### src/rtl/bcd_to_binary_seq_pkg.sv
// Shared definitions for the sequential BCD-to-binary converter.
// Contents: minus-sign nibble code, output mode codes, FSM state type and
// a digit classifier used by the nibble scanner.
package bcd_to_binary_seq_pkg;

  localparam logic [3:0] BCD_MINUS = 4'hE;

  localparam logic MODE_SM   = 1'b0;
  localparam logic MODE_TWOS = 1'b1;

  typedef enum logic [1:0] {
    IDLE = 2'd0,
    CONV = 2'd1,
    FIN  = 2'd2,
    DONE = 2'd3
  } state_t;

  function automatic logic is_digit(input logic [3:0] nib);
    return nib <= 4'd9;
  endfunction

endpackage

### src/rtl/bcd_to_binary_seq_if.sv
// Handshake bundle between a BCD producer and the converter.
// Input side: in_valid/in_ready with bcd_in and mode_twos.
// Output side: out_valid/out_ready with bin_out, err and ovf.
interface bcd_to_binary_seq_if #(
  parameter int DIGITS = 4,
  parameter int OUT_W  = 8
);
  logic                  in_valid;
  logic                  in_ready;
  logic [4*DIGITS-1:0]   bcd_in;
  logic                  mode_twos;
  logic                  out_valid;
  logic                  out_ready;
  logic [OUT_W-1:0]      bin_out;
  logic                  err;
  logic                  ovf;

  modport master (
    output in_valid, bcd_in, mode_twos, out_ready,
    input  in_ready, out_valid, bin_out, err, ovf
  );

  modport slave (
    input  in_valid, bcd_in, mode_twos, out_ready,
    output in_ready, out_valid, bin_out, err, ovf
  );
endinterface

### src/rtl/bcd_to_binary_seq_mac.sv
// Multiply-accumulate step for one BCD digit: acc_next = acc*10 + digit.
// Ports: acc/digit in, acc_next/ovf out; purely combinational.
// Magnitudes above 2^(OUT_W-1) clamp to 2^(OUT_W-1)+1 and raise ovf.
module bcd_to_binary_seq_mac #(
  parameter int OUT_W = 8
) (
  input  logic [OUT_W+3:0] acc,
  input  logic [3:0]       digit,
  output logic [OUT_W+3:0] acc_next,
  output logic             ovf
);
  localparam int AW = OUT_W + 4;
  localparam logic [AW-1:0] HALF = AW'(1) << (OUT_W - 1);

  logic [AW-1:0] prod;

  // acc is at most HALF+1 on entry, so acc*10+9 always fits in AW bits.
  always_comb begin
    prod     = (acc << 3) + (acc << 1) + AW'(digit);
    ovf      = prod > HALF;
    acc_next = ovf ? HALF + AW'(1) : prod;
  end
endmodule

### src/rtl/bcd_to_binary_seq.sv
// Sequential BCD-to-binary converter: scans DIGITS nibbles MSB-first,
// one per clock, nibble 4'hE is a leading minus sign.
// Ports: clk, reset_n (async active-low), io (slave side of the handshake
// bundle). Result is sign-magnitude or two's complement per conversion,
// with err (illegal nibbles) and ovf (saturated magnitude) flags.
module bcd_to_binary_seq
  import bcd_to_binary_seq_pkg::*;
#(
  parameter int DIGITS = 4,
  parameter int OUT_W  = 8
) (
  input  logic                clk,
  input  logic                reset_n,
  bcd_to_binary_seq_if.slave  io
);
  localparam int AW = OUT_W + 4;
  localparam int CW = $clog2(DIGITS);
  localparam logic [AW-1:0]    HALF    = AW'(1) << (OUT_W - 1);
  localparam logic [OUT_W-1:0] POS_MAX = {1'b0, {(OUT_W-1){1'b1}}};
  localparam logic [OUT_W-1:0] NEG_MIN = {1'b1, {(OUT_W-1){1'b0}}};

  state_t              state;
  logic [4*DIGITS-1:0] sreg;
  logic [CW-1:0]       cnt;
  logic [AW-1:0]       acc;
  logic                neg;
  logic                err_f;
  logic                ovf_f;
  logic                twos;

  logic                out_valid_q;
  logic [OUT_W-1:0]    bin_out_q;
  logic                err_q;
  logic                ovf_q;

  logic [3:0]          nib;
  logic [AW-1:0]       mac_acc;
  logic                mac_ovf;
  logic                mag_ovf;
  logic [OUT_W-1:0]    fin_bin;
  logic                fin_ovf;

  assign nib = sreg[4*DIGITS-1 -: 4];

  bcd_to_binary_seq_mac #(.OUT_W(OUT_W)) u_mac (
    .acc      (acc),
    .digit    (nib),
    .acc_next (mac_acc),
    .ovf      (mac_ovf)
  );

  // Final encoding. A negative result may reach -2^(OUT_W-1) in both
  // modes (sign-magnitude reuses 1000..0 as its most-negative code), while
  // a positive result tops out at 2^(OUT_W-1)-1.
  always_comb begin
    fin_bin = '0;
    fin_ovf = 1'b0;
    mag_ovf = ovf_f || (acc > (neg ? HALF : HALF - AW'(1)));
    if (err_f || acc == '0) begin
      fin_bin = '0;
      fin_ovf = 1'b0;
    end else if (!neg) begin
      fin_ovf = mag_ovf;
      fin_bin = mag_ovf ? POS_MAX : acc[OUT_W-1:0];
    end else if (twos != MODE_TWOS) begin
      fin_ovf = mag_ovf;
      fin_bin = (mag_ovf || acc == HALF) ? NEG_MIN : {1'b1, acc[OUT_W-2:0]};
    end else begin
      fin_ovf = mag_ovf;
      fin_bin = mag_ovf ? NEG_MIN : (~acc[OUT_W-1:0] + OUT_W'(1));
    end
  end

  always_ff @(posedge clk or negedge reset_n) begin
    if (!reset_n) begin
      state       <= IDLE;
      sreg        <= '0;
      cnt         <= '0;
      acc         <= '0;
      neg         <= 1'b0;
      err_f       <= 1'b0;
      ovf_f       <= 1'b0;
      twos        <= 1'b0;
      out_valid_q <= 1'b0;
      bin_out_q   <= '0;
      err_q       <= 1'b0;
      ovf_q       <= 1'b0;
    end else begin
      case (state)
        IDLE: begin
          if (io.in_valid) begin
            sreg  <= io.bcd_in;
            twos  <= io.mode_twos;
            cnt   <= '0;
            acc   <= '0;
            neg   <= 1'b0;
            err_f <= 1'b0;
            ovf_f <= 1'b0;
            state <= CONV;
          end
        end
        CONV: begin
          sreg <= {sreg[4*DIGITS-5:0], 4'h0};
          // Leading zeros need no special case: 0*10+0 leaves acc at 0.
          if (!err_f) begin
            if (is_digit(nib)) begin
              acc <= mac_acc;
              if (mac_ovf) ovf_f <= 1'b1;
            end else if (nib == BCD_MINUS) begin
              // acc != 0 means a nonzero digit has already been seen.
              if (neg || acc != '0) err_f <= 1'b1;
              else                  neg   <= 1'b1;
            end else begin
              err_f <= 1'b1;
            end
          end
          if (cnt == CW'(DIGITS - 1)) state <= FIN;
          else                        cnt   <= cnt + CW'(1);
        end
        FIN: begin
          bin_out_q   <= fin_bin;
          err_q       <= err_f;
          ovf_q       <= fin_ovf;
          out_valid_q <= 1'b1;
          state       <= DONE;
        end
        DONE: begin
          if (io.out_ready) begin
            out_valid_q <= 1'b0;
            bin_out_q   <= '0;
            err_q       <= 1'b0;
            ovf_q       <= 1'b0;
            state       <= IDLE;
          end
        end
        default: state <= IDLE;
      endcase
    end
  end

  assign io.in_ready  = (state == IDLE);
  assign io.out_valid = out_valid_q;
  assign io.bin_out   = bin_out_q;
  assign io.err       = err_q;
  assign io.ovf       = ovf_q;
endmodule
### src/flat_wrapper.sv
// flat-port wrapper written by rule: the top's interface ports become plain ports
module bcd_to_binary_seq_flat import bcd_to_binary_seq_pkg::*;
#(
  parameter int DIGITS = 4,
  parameter int OUT_W  = 8
)
  (clk, reset_n, io_in_valid, io_bcd_in, io_mode_twos, io_out_ready, io_in_ready, io_out_valid, io_bin_out, io_err, io_ovf);
  bcd_to_binary_seq_if #(.DIGITS(DIGITS), .OUT_W(OUT_W)) io_i ();
  input  logic clk;
  input  logic reset_n;
  input wire logic [$bits(io_i.in_valid)-1:0] io_in_valid;
  input wire logic [$bits(io_i.bcd_in)-1:0] io_bcd_in;
  input wire logic [$bits(io_i.mode_twos)-1:0] io_mode_twos;
  input wire logic [$bits(io_i.out_ready)-1:0] io_out_ready;
  output wire logic [$bits(io_i.in_ready)-1:0] io_in_ready;
  output wire logic [$bits(io_i.out_valid)-1:0] io_out_valid;
  output wire logic [$bits(io_i.bin_out)-1:0] io_bin_out;
  output wire logic [$bits(io_i.err)-1:0] io_err;
  output wire logic [$bits(io_i.ovf)-1:0] io_ovf;
  assign io_i.in_valid = io_in_valid;
  assign io_i.bcd_in = io_bcd_in;
  assign io_i.mode_twos = io_mode_twos;
  assign io_i.out_ready = io_out_ready;
  assign io_in_ready = io_i.in_ready;
  assign io_out_valid = io_i.out_valid;
  assign io_bin_out = io_i.bin_out;
  assign io_err = io_i.err;
  assign io_ovf = io_i.ovf;
  bcd_to_binary_seq #(.DIGITS(DIGITS), .OUT_W(OUT_W)) u_core (.clk(clk), .reset_n(reset_n), .io(io_i));
endmodule
### config.mk
export PLATFORM = sky130hd
export DESIGN_NAME = bcd_to_binary_seq_flat
export DESIGN_NICKNAME = d
export VERILOG_FILES = /design/src/rtl/bcd_to_binary_seq_pkg.sv /design/src/rtl/bcd_to_binary_seq_if.sv /design/src/rtl/bcd_to_binary_seq_mac.sv /design/src/rtl/bcd_to_binary_seq.sv /design/src/flat_wrapper.sv
export SDC_FILE = /design/constraint.sdc
export NUM_CORES = 1
export LEC_CHECK = 0
export BUFFER_PORTS_ARGS = -buffer_cell sky130_fd_sc_hd__buf_4
export CAP_MARGIN = 20
export CORE_MARGIN = 1
export CORE_UTILIZATION = 30
export DETAILED_ROUTE_END_ITERATION = 10
export GPL_ROUTABILITY_DRIVEN = 0
export HOLD_SLACK_MARGIN = 0.12
export SYNTH_ARGS = -nofsm -noshare
export SYNTH_HDL_FRONTEND = slang
export SYNTH_SLANG_ARGS = --single-unit
### constraint.sdc
create_clock -name clk -period 5.85 [get_ports clk]
set_input_delay 0.8775 -clock clk [delete_from_list [all_inputs] [get_ports clk]]
set_output_delay 0.8775 -clock clk [all_outputs]
set_load 0.01 [all_outputs]
Word level (Yosys, flattened, before mapping)
Cells that the tools add are included.
{ "totals": {"ff_bits": 47, "in_bits": 21, "out_inout_bits": 12, "word_cells": 96} }
{ "op_classes": {"n_addsub": 4, "order_cmp": 3, "eq_ne": 16, "mux": 43, "bitwise_logic": 1, "reduce_logical": 17} }
{ "op_table": {"columns": ["operator", "count"], "rows": [
  ["$mux W8", 7],
  ["$mux W12", 4],
  ["$pmux W16 S2", 1],
  ["$pmux W12 S2", 1],
  ["$mux W16", 1],
  ["$pmux W8 S2", 1],
  ["$mux W1", 14],
  ["$add A12 B12 Y12", 1],
  ["$add A12 B4 Y12", 1],
  ["$eq A12 B8 Y1 const B", 1],
  ["$gt A12 B12 Y1", 1],
  ["$gt A12 B8 Y1 const B", 1],
  ["$logic_not A12 Y1", 1],
  ["$ne A2 B2 Y1 const B", 6],
  ["$pmux W1 S2", 6],
  ["$reduce_bool A12 Y1", 1],
  ["$mux W2", 5],
  ["$add A8 B1 Y8 const B", 1],
  ["$ne A2 B1 Y1 const B", 4],
  ["$not A8 Y8", 1],
  ["$pmux W2 S4", 1],
  ["$mux W7", 1],
  ["$eq A2 B2 Y1 const B", 3],
  ["$reduce_and A2 Y1", 3],
  ["12 further kinds", 17]
]} }

Logic depth before layout (Yosys ltp)
Gate-level depths: netlist of the first run.
{ "depth": {"depth_word": 9, "ltp_mapped": 11, "ltp_nobuf": 11} }

Modules after synthesis
From an unflattened synthesis of the first run, not the netlist that was laid out.
{ "hier_totals": {"cells_unflattened": 397, "hier_area_um2": 3430.8} }
{ "modules_own_cells": {"columns": ["mod", "instances", "cells_each", "area_each_um2"], "rows": [
  ["bcd_to_binary_seq", 1, 302, 2688.8],
  ["bcd_to_binary_seq_mac", 1, 95, 742.0]
]} }

Least setup slack after synthesis of the first run
No wires, ideal clock.
{ "synth_timing": {"kind": "reg-to-reg", "startpoint": "reg u_core.acc[0]", "endpoint": "reg u_core.acc[5]", "setup_time_ns": 0.095, "t_arrival_ns": 2.964, "slack_ns": 2.790, "path_stages_with_launch": 12, "n_path_buf": 0, "synth_period_minus_slack_ns": 3.060, "path_cell_list": "dfrtp_1 inv_1 fa_1 inv_1 ha_1 a21o_1 and3_2 or2_4 o311ai_2 nand4_1 a2111o_1 o31ai_1"} }
{ "synth_via": {"elab_chain_cells": 7} }
{ "synth_rtl": {"columns": ["item", "line_no", "rtl"], "rows": [
  ["from (decl)", "bcd_to_binary_seq.sv:25", "logic [AW-1:0] acc;"],
  ["from (signal assigned)", "bcd_to_binary_seq.sv:107", "acc <= mac_acc;"],
  ["$add A12 B12 Y12 *", "bcd_to_binary_seq_mac.sv:19", "prod = (acc << 3) + (acc << 1) + AW'(digit);"],
  ["$add A12 B4 Y12 *", "bcd_to_binary_seq_mac.sv:19", null],
  ["$gt A12 B8 Y1", "bcd_to_binary_seq_mac.sv:20", "ovf = prod > HALF;"],
  ["$mux W12 *", "bcd_to_binary_seq_mac.sv:21", "acc_next = ovf ? HALF + AW'(1) : prod;"],
  ["$mux W12 *", "bcd_to_binary_seq.sv:106", "if (is_digit(nib)) begin"],
  ["$mux W12 *", "bcd_to_binary_seq.sv:105", "if (!err_f) begin"],
  ["$pmux W12 S2 *", "bcd_to_binary_seq.sv:89", "case (state)"]
]} }
Every way passes the cells marked *; elsewhere a longest branch is shown, timed or not. The select of a mux whose other input is x is not followed.
A chain may end at the register's enable or synchronous reset.

Worst setup path after layout of the first run
{ "layout_timing": {"startpoint": "reg u_core.acc[0]", "endpoint": "reg u_core.acc[3]"} }
Same word-level chain as after synthesis.

==> results of run 1 <==
-- power by group --
group	total [mW]	internal, mW	switching (mW)
logic	0.985	0.431	0.554
clock network	0.234	0.125	0.109
registers	0.569	0.450	0.119
total	1.79	1.01	0.781
-- worst max path at each step --
stage / endpoint / slack (ps)
floorplan: u_core.acc[5] / 2790
global placement: u_core.acc[5] / 2630
detailed placement: u_core.acc[3] / 2530
CTS: u_core.acc[3] / 2480
global route: u_core.acc[3] / 2280
finish: u_core.acc[3] / 2480
-- metrics by stage --
step / utilization / instances / hold WS, ps / total power [mW]
6_report: 0.360 / 481 / 484 / 1.79
5_1_grt: 0.360 / 481 / 502 / 1.97
4_1_cts: 0.359 / 480 / 489 / 1.79
3_5_place_dp: 0.348 / 473 / 470 / 1.55
3_3_place_gp: 0.348 / 473 / 461 / 1.53
2_1_floorplan: - / 315 / 448 / 1.28
-- cells in the final DEF (no fill, tap or decap), types with 7 or more instances in the layout --
cell type / instances
ha_1: 32
buf_4: 33
mux2i_1: 15
a22o_1: 9
a21o_1: 9
nor2_1: 22
dfrtp_1: 47
o21ai_0: 28
a21oi_1: 7
nand2_1: 39
inv_1: 13
-- routing by layer --
metal	wire length, µm	part of all wire
met1	3230	0.49
met2	3060	0.46
met3	279	0.042
met4	63	0.0095
met5	0	0
-- tightest hold or removal path: stages, from the launching register on --
cell and delay [ps]:
dfrtp_1 350, nand2_1 50, o21ai_0 60
-- logic make-up after synthesis --
group,synth area share
buffers and inverters,0.0261
adders and majority gates,0.146
xor gates and xnor gates,0.0203
muxes,0.0572
AOI/OAI and AO/OA,0.199
and+or+nand+nor,0.162
DFF,0.390
-- registers in the layout, summed over array words and instances, names as in the netlist, 2 cells and up --
| name | flops |
|---|---|
| u_core.state | 2 |
| u_core.cnt | 2 |
| u_core.io.bin_out | 8 |
| u_core.sreg | 16 |
| u_core.acc | 12 |
-- final cells by class --
type | count | area, µm²
tap | 133 | 166
sequential | 47 | 1180
multi-input combinational | 247 | 1770
inverter | 13 | 48.8
clock inverter | 1 | 30.0
fill | 1036 | 6250
clock buffer | 6 | 72.6
timing repair buffer | 34 | 263
==> impl_metrics.py, run 1 <==
metrics = {
    "layout": {
        "drive_gt1_frac": 0.147,
        "p_r_area_growth_vs_syn_pct": 16.7,
        "final_design_area_no_fill_mm2": 0.00352,
        "final_net_count": 403,
        "num_antenna_cells": 0,
    },
    "floorplanning": {
        "placement_rows": 36,
        "ios": 33,
        "dieArea_mm2": 0.0105,
        "horiz_die_dim_um": 102,
        "die_y_um": 102,
        "initial_utilization": 0.309,
        "core_mm2": 0.00977,
    },
    "setup_path": {
        "startpoint": "u_core.acc[0]",
        "cpMostUsedCell": "inv_1",
        "critical_path.cell_chain": "inv_1 -> fa_1 -> inv_1 -> ha_1 -> a21o_1 -> and3_2 -> or2_4 -> o311ai_2 -> nand4_1 -> a2111o_1 -> o31ai_1",
        "crit_slowest_cell": "fa_1",
        "reg2reg_to": "u_core.acc[3]",
        "cp-end-kind": "register",
        "path_max_fanout": 6,
        "worst-path-stages": 11,
        "reg2reg_from": "u_core.acc[0]",
        "timing.reg2reg.worst_path_depth": 11,
        "critical_path.top_delay_family": "compound AO/OA/AOI/OAI gates",
        "number_of_buffers_and_inverters_on_the_critical_path": 2,
        "critical_path_class": "register to register",
        "setup_slack_of_the_most_critical_reg_to_reg_path_ps": 2480,
        "timing.critical_path.required_ps": 6050,
        "timing.critical_path.from_type": "register",
        "biggest_cell_delay_along_the_critical_path_ps": 620,
        "worst_ep_arrival_ps": 3570,
    },
    "yosys": {
        "netlist_instances": 315,
        "netlist-cell-type-count": 47,
        "synth.top_cell.area_share": 0.390,
        "netlist_area_mm2": 0.00302,
        "synth_seq_cells": 47,
        "leading_post_synthesis_cells_by_instance_count": "dfrtp_1, nand2_1, ha_1, o21ai_0, nor2_1",
        "synth-edff-count": 0,
        "ys_top_cells_by_area": "dfrtp_1, ha_1, mux2i_1",
        "async_flop_share": 1.00,
        "ys_seq_area_frac": 0.390,
        "avgSynthCellArea_um2": 9.58,
        "yosys_warning_total": 0,
        "synth_fp_nets": 370,
        "synth-main-ff-cell": "dfrtp_1",
        "yosys.cell_count.top_type": "dfrtp_1",
        "synth_area_leader_cell": "dfrtp_1",
    },
    "grt": {
        "vias_in_the_first_global_route": 2389,
        "antenna_found_initial": 0,
        "met2_usage": 0.224,
        "grt_start_max_net_pins": 48,
        "busiest_layer": "met2",
        "grt.met1_usage": 0.183,
        "first_pass_grt_wire_length_um": 11300,
        "overflow": 0,
        "grt.total_usage": 0.137,
        "global_route.usage.met3": 0.0287,
    },
    "placed_design": {
        "detailed_place_hpwl_um": 5030,
        "portBuffers": 32,
        "place_area_mm2": 0.00341,
        "pre_cts_slack_ps": 2530,
    },
    "timing": {
        "worst_clock_skew_ps": 10.8,
        "worst_slew_pin_slew_ps": 666,
        "finalWorstSetupSlack_ps": 2480,
        "rsz0062_at_grt": "false",
        "timing_hold_violations_final": 0,
        "final_min_period_over_clock_period": 0.576,
        "setup_viol": 0,
        "setup_tns_ps": 0,
        "max_slew_margin": 0.543,
        "final-max-slew-violation-count": 0,
        "fmax_mhz": 297,
        "period_needed_ps": 3370,
    },
    "clock_tree": {
        "cts_num_sinks": 47,
        "cts_post_setup_buffers_inserted": 0,
        "total_clock_buffers_created_by_cts": 5,
        "root_buffer": "clkbuf_8",
        "clk_transition_reported_paths_ps": 90,
        "cts_resized": 0,
        "worst_skew_pair.late_latency_ps": 300,
        "cts_max_level": 2,
        "cts_hold_buffers": 0,
        "cts_tree": "done",
        "clk_path_buf_depth": 2,
    },
    "status": {
        "status": "finished clean",
    },
    "routing": {
        "firstDrtPassIters": 4,
        "routed-via-count": 2441,
        "ant_nets_after_route": 0,
        "wire_length_per_cell_um": 13.8,
        "drt_iter0_markers": 98,
        "route.detailed.vias_per_inst": 5.07,
        "wl_um": 6630,
        "drc_errors": 0,
    },
    "hold_path": {
        "whs_path_depth": 2,
        "min-delay-path-class": "register to register",
        "worst_hold_path_endpoint": "u_core.sreg[9]",
        "timing.hold.worst.start": "u_core.sreg[9]",
    },
    "power": {
        "ir_drop_v": 0.000167,
        "power_leakage_nw": 1.72,
        "powerDensity_mw_per_mm2": 508,
    },
    "run": {
        "max_cap_viol_count": 0,
    },
}
(Power assumes the default switching activity.)
==> run 2, diff against run 1 <==
==> constraint.sdc (replaced) <==
create_clock -name clk -period 3.4 [get_ports clk]
set_input_delay 0.51 -clock clk [delete_from_list [all_inputs] [get_ports clk]]
set_output_delay 0.51 -clock clk [all_outputs]
set_load 0.01 [all_outputs]
==> impl_metrics.py, run 2 (synthesized netlist as in run 1, its figures left out) <==
metrics = {
    "grt": {
        "grt.total_usage": 0.138,
        "antenna_found_initial": 0,
        "first_pass_grt_wire_length_um": 11500,
        "vias_in_the_first_global_route": 2460,
        "grt_start_max_net_pins": 48,
        "overflow": 0,
    },
    "routing": {
        "drc_errors": 0,
        "ant_nets_after_route": 0,
        "routed-via-count": 2441,
        "drt_iter0_markers": 64,
        "firstDrtPassIters": 4,
        "wire_length_per_cell_um": 13.5,
        "wl_um": 6610,
        "route.detailed.vias_per_inst": 5.00,
    },
    "clock_tree": {
        "total_clock_buffers_created_by_cts": 5,
        "cts_num_sinks": 47,
        "cts_max_level": 2,
        "worst_skew_pair.late_latency_ps": 290,
        "clk_transition_reported_paths_ps": 90,
        "clk_path_buf_depth": 2,
        "cts_tree": "done",
        "root_buffer": "clkbuf_8",
        "cts_post_setup_buffers_inserted": 0,
        "cts_hold_buffers": 0,
        "cts_resized": 0,
    },
    "setup_path": {
        "worst-path-stages": 11,
        "reg2reg_from": "u_core.acc[0]",
        "startpoint": "u_core.acc[0]",
        "cpMostUsedCell": "inv_1",
        "number_of_buffers_and_inverters_on_the_critical_path": 2,
        "crit_slowest_cell": "fa_1",
        "cp-end-kind": "register",
        "critical_path_class": "register to register",
        "timing.critical_path.required_ps": 3610,
        "critical_path.cell_chain": "inv_1 -> fa_1 -> inv_1 -> ha_1 -> a21o_1 -> and3_2 -> or2_4 -> o311ai_2 -> nand4_1 -> a2111o_1 -> o31ai_1",
        "timing.reg2reg.worst_path_depth": 11,
        "critical_path.top_delay_family": "compound AO/OA/AOI/OAI gates",
        "biggest_cell_delay_along_the_critical_path_ps": 600,
        "worst_ep_arrival_ps": 3390,
        "timing.critical_path.from_type": "register",
        "path_max_fanout": 6,
    },
    "layout": {
        "drive_gt1_frac": 0.166,
        "flip_flop_count_of_the_largest_register_all_copies_and_words_added": 16,
        "final_net_count": 410,
        "num_antenna_cells": 0,
        "mostFrequentLayoutCells": "dfrtp_1, buf_4, nand2_1, ha_1, o21ai_0",
        "finalNonFillerCells": 488,
        "nFillCells": 1030,
        "final_common_cell": "dfrtp_1",
        "final_design_area_no_fill_mm2": 0.00356,
        "registers.top_by_ff_count": "u_core.sreg",
        "seqCellArea_mm2": 0.00118,
        "combined_area_of_the_multi_input_logic_cells_mm2": 0.00177,
        "p_r_area_growth_vs_syn_pct": 18.0,
    },
    "placed_design": {
        "pre_cts_slack_ps": 118,
        "portBuffers": 32,
        "place_area_mm2": 0.00344,
        "detailed_place_hpwl_um": 5030,
        "placed_cells_incl_taps": 478,
    },
    "timing": {
        "period_needed_ps": 3180,
        "max_slew_margin": 0.523,
        "setup_tns_ps": 0,
        "final_min_period_over_clock_period": 0.935,
        "setup_viol": 0,
        "rsz0062_at_grt": "false",
        "worst_slew_pin_slew_ps": 695,
        "worst_clock_skew_ps": 4.49,
        "final-max-slew-violation-count": 0,
        "fmax_mhz": 315,
        "finalWorstSetupSlack_ps": 222,
        "timing_hold_violations_final": 0,
    },
    "hold_path": {
        "min-delay-path-class": "input pin to asynchronous set/reset pin",
    },
    "power": {
        "p_clk_frac": 0.113,
        "sequentialPowerShare": 0.308,
        "switching_power_share_of_the_total": 0.439,
        "ir_drop_v": 0.000269,
        "power_leakage_nw": 1.75,
        "powerDensity_mw_per_mm2": 859,
        "p_int_mw": 1.72,
        "power.combinational.fraction": 0.579,
        "netSwitchingPower_mw": 1.34,
        "total_power_mw": 3.06,
    },
    "floorplanning": {
        "initial_utilization": 0.309,
        "die_y_um": 102,
        "placement_rows": 36,
        "dieArea_mm2": 0.0105,
        "horiz_die_dim_um": 102,
        "core_mm2": 0.00977,
        "ios": 33,
    },
    "status": {
        "status": "finished clean",
    },
    "run": {
        "max_cap_viol_count": 0,
    },
}
## run 2: cell count changes in the layout (fill, tap and decap cells not counted), sizes merged
cell / before / now
buf: 34 / 41
bufinv: 1 / 0
clkinv: 0 / 1
## run 2: layout make-up
class | instances | share of cell area
Clock buffer | 6 | 0.0232
Clock inverter | 1 | 0.00141
Sequential cell | 47 | 0.330
Multi-Input combinational cell | 247 | 0.496
Tap cell | 133 | 0.0467
Timing Repair Buffer | 41 | 0.0885
Inverter | 13 | 0.0137
## run 2: routing by layer
layer	vias to the layer above	part of all wire	wire, µm	track usage
li1	1237	-	-	-
met1	1156	0.49	3210	0.183
met2	41	0.46	3070	0.235
met3	7	0.040	265	0.0246
met4	0	0.0083	55	0.0275
met5	-	0	0	0
## run 2: path summary, 6_finish.rpt
| check | end | slack (ps) |
|---|---|---|
| worst min-delay path | u_core.io.bin_out[6] | 200 |
| min in group clk | u_core.sreg[2] | 430 |
| worst min register to register | u_core.sreg[8] | 480 |
| worst max register to register | u_core.acc[6] | 220 |
| max in group asynchronous | u_core.sreg[7] | 2780 |
| worst max-delay path | u_core.acc[6] | 220 |
## run 2: power groups by stage
stage          sequential, mW  combinational [mW]  clock [mW]
2_1_floorplan           0.946                1.25           0
3_3_place_gp            0.952                1.70           0
3_5_place_dp            0.962                1.73           0
4_1_cts                 0.950                1.74       0.359
5_1_grt                 0.975                2.02       0.380
6_report                0.942                1.77       0.346
## run 2: per-stage QoR
stage / util / hold slack, ps
2_1_floorplan: - / 214
3_3_place_gp: 0.352 / 462
3_5_place_dp: 0.352 / 469
4_1_cts: 0.361 / 248
5_1_grt: 0.364 / 259
6_report: 0.364 / 200
==> run 3, diff against run 2 <==
==> constraint.sdc (replaced) <==
create_clock -name clk -period 3.1 [get_ports clk]
set_input_delay 0.465 -clock clk [delete_from_list [all_inputs] [get_ports clk]]
set_output_delay 0.465 -clock clk [all_outputs]
set_load 0.01 [all_outputs]
==> impl_metrics.py, run 3 (synthesized netlist as in run 1, its figures left out) <==
metrics = {
    "floorplanning": {
        "ios": 33,
        "placement_rows": 36,
        "horiz_die_dim_um": 102,
        "dieArea_mm2": 0.0105,
        "die_y_um": 102,
        "initial_utilization": 0.309,
        "core_mm2": 0.00977,
    },
    "timing": {
        "finalWorstSetupSlack_ps": -131,
        "final-max-slew-violation-count": 0,
        "setup_viol": 6,
        "worst_clock_skew_ps": 8.26,
        "fmax_mhz": 309,
        "final_min_period_over_clock_period": 1.04,
        "rsz0062_at_grt": "true",
        "worst_slew_pin_slew_ps": 671,
        "max_slew_margin": 0.540,
        "timing_hold_violations_final": 0,
        "period_needed_ps": 3230,
    },
    "power": {
        "netSwitchingPower_mw": 1.57,
        "switching_power_share_of_the_total": 0.427,
        "power.combinational.fraction": 0.593,
        "ir_drop_v": 0.000353,
        "p_int_mw": 2.10,
        "powerDensity_mw_per_mm2": 987,
        "power_leakage_nw": 1.83,
        "p_clk_frac": 0.128,
        "total_power_mw": 3.67,
        "sequentialPowerShare": 0.279,
    },
    "clock_tree": {
        "cts_tree": "done",
        "total_clock_buffers_created_by_cts": 5,
        "clk_path_buf_depth": 2,
        "cts_num_sinks": 47,
        "clk_transition_reported_paths_ps": 90,
        "root_buffer": "clkbuf_8",
        "cts_max_level": 2,
        "worst_skew_pair.late_latency_ps": 300,
    },
    "setup_path": {
        "critical_path_class": "register to register",
        "setup_slack_of_the_most_critical_reg_to_reg_path_ps": -130,
        "timing.reg2reg.worst_path_depth": 12,
        "timing.critical_path.from_type": "register",
        "reg2reg_from": "u_core.acc[2]",
        "reg2reg_to": "u_core.acc[2]",
        "timing.critical_path.required_ps": 3310,
        "worst_ep_arrival_ps": 3440,
        "path_max_fanout": 6,
        "cp-end-kind": "register",
    },
    "layout": {
        "flip_flop_count_of_the_largest_register_all_copies_and_words_added": 16,
        "drive_gt1_frac": 0.217,
        "mostFrequentLayoutCells": "buf_4, dfrtp_1, nand2_1, ha_1, o21ai_0",
        "p_r_area_growth_vs_syn_pct": 23.1,
        "finalNonFillerCells": 501,
        "final_design_area_no_fill_mm2": 0.00371,
        "final_net_count": 422,
        "final_core_util": 0.380,
        "num_antenna_cells": 0,
        "final_common_cell": "buf_4",
        "registers.top_by_ff_count": "u_core.sreg",
    },
    "routing": {
        "ant_nets_after_route": 0,
        "wl_um": 6850,
        "drc_errors": 0,
        "firstDrtPassIters": 4,
        "wire_length_per_cell_um": 13.7,
        "route.detailed.vias_per_inst": 4.96,
        "routed-via-count": 2486,
        "drt_iter0_markers": 102,
    },
    "status": {
        "status": "complete, but fails checks",
        "failing_checks": "setup timing",
    },
    "grt": {
        "vias_in_the_first_global_route": 2364,
        "grt.total_usage": 0.139,
        "antenna_found_initial": 0,
        "overflow": 0,
        "first_pass_grt_wire_length_um": 11500,
        "grt_start_max_net_pins": 48,
    },
    "placed_design": {
        "portBuffers": 32,
        "detailed_place_hpwl_um": 5200,
        "placed_cells_incl_taps": 485,
        "place_area_mm2": 0.00350,
    },
    "run": {
        "max_cap_viol_count": 0,
    },
    "hold_path": {
        "min-delay-path-class": "input pin to asynchronous set/reset pin",
    },
}
run 3: cell count changes in the layout (fill, tap and decap cells not counted), moves of 2 or more:
cell	before	now
buf_4	40	53
o31ai_1	6	4
inv_2	0	2
o31ai_2	0	2
inv_1	13	11
run 3: critical path, cell delays in order, from the launching register on:
cell and delay [ps]:
dfrtp_1 380, inv_2 60, fa_1 570, inv_1 50
ha_1 270, a21o_1 170, and3_4 180, or2_4 260
o311ai_4 220, nand4_1 180, a2111o_1 530, buf_4 180
o22ai_1 110
run 3: final cells by class:
type                    instances  area [µm²]
multi-input cells             247        1810
flip-flops and latches         47        1180
repair buffers                 53         398
clock buffers                   6        82.6
fillers                       971        6060
well taps                     133         166
inverters                      13        48.8
clock inverters                 2        35.0
run 3: routing by layer:
layer | track usage | wire [µm] | vias to the layer above
met1 | 0.193 | 3310 | 1157
li1 | - | - | 1262
met4 | 0.0198 | 13 | 0
met2 | 0.232 | 3220 | 65
met3 | 0.0239 | 306 | 2
met5 | 0 | 0 | -
run 3: through the flow:
step | hold WS, ps | setup TNS (ps) | setup WS [ps]
2_1_floorplan | 169 | 0 | 40.4
3_3_place_gp | 461 | 0 | 29.2
3_5_place_dp | 474 | -424 | -115
4_1_cts | 189 | -8.01 | -8.01
5_1_grt | 205 | -1290 | -233
6_report | 163 | -494 | -131
run 3: power by group through the flow:
stage	Combinational [mW]	Clock, mW	Sequential, mW
floorplan	1.38	0	1.04
finish	2.17	0.469	1.02
global route	2.46	0.510	1.06
CTS	2.13	0.485	1.02
global placement	1.95	0	1.02
detailed placement	2.00	0	1.04
run 3: what timing repair did:
item | CTS | global route
hold buffers | 0 | 0
gates cloned | 0 | 0
pin swaps | 8 | 9
buffers inserted | 6 | 2
gates resized for setup | 5 | 6
endpoints found under the setup margin | 6 | 9
run 3: how the worst max path moves through the flow:
stage                          from  depth (start not counted)            end
finish                u_core.acc[2]                         12  u_core.acc[2]
global route          u_core.acc[2]                         12  u_core.acc[2]
CTS                 u_core.sreg[15]                         11  u_core.acc[6]
detailed placement    u_core.acc[0]                         11  u_core.acc[6]
global placement      u_core.acc[0]                         11  u_core.acc[6]
floorplan             u_core.acc[0]                         11  u_core.acc[5]
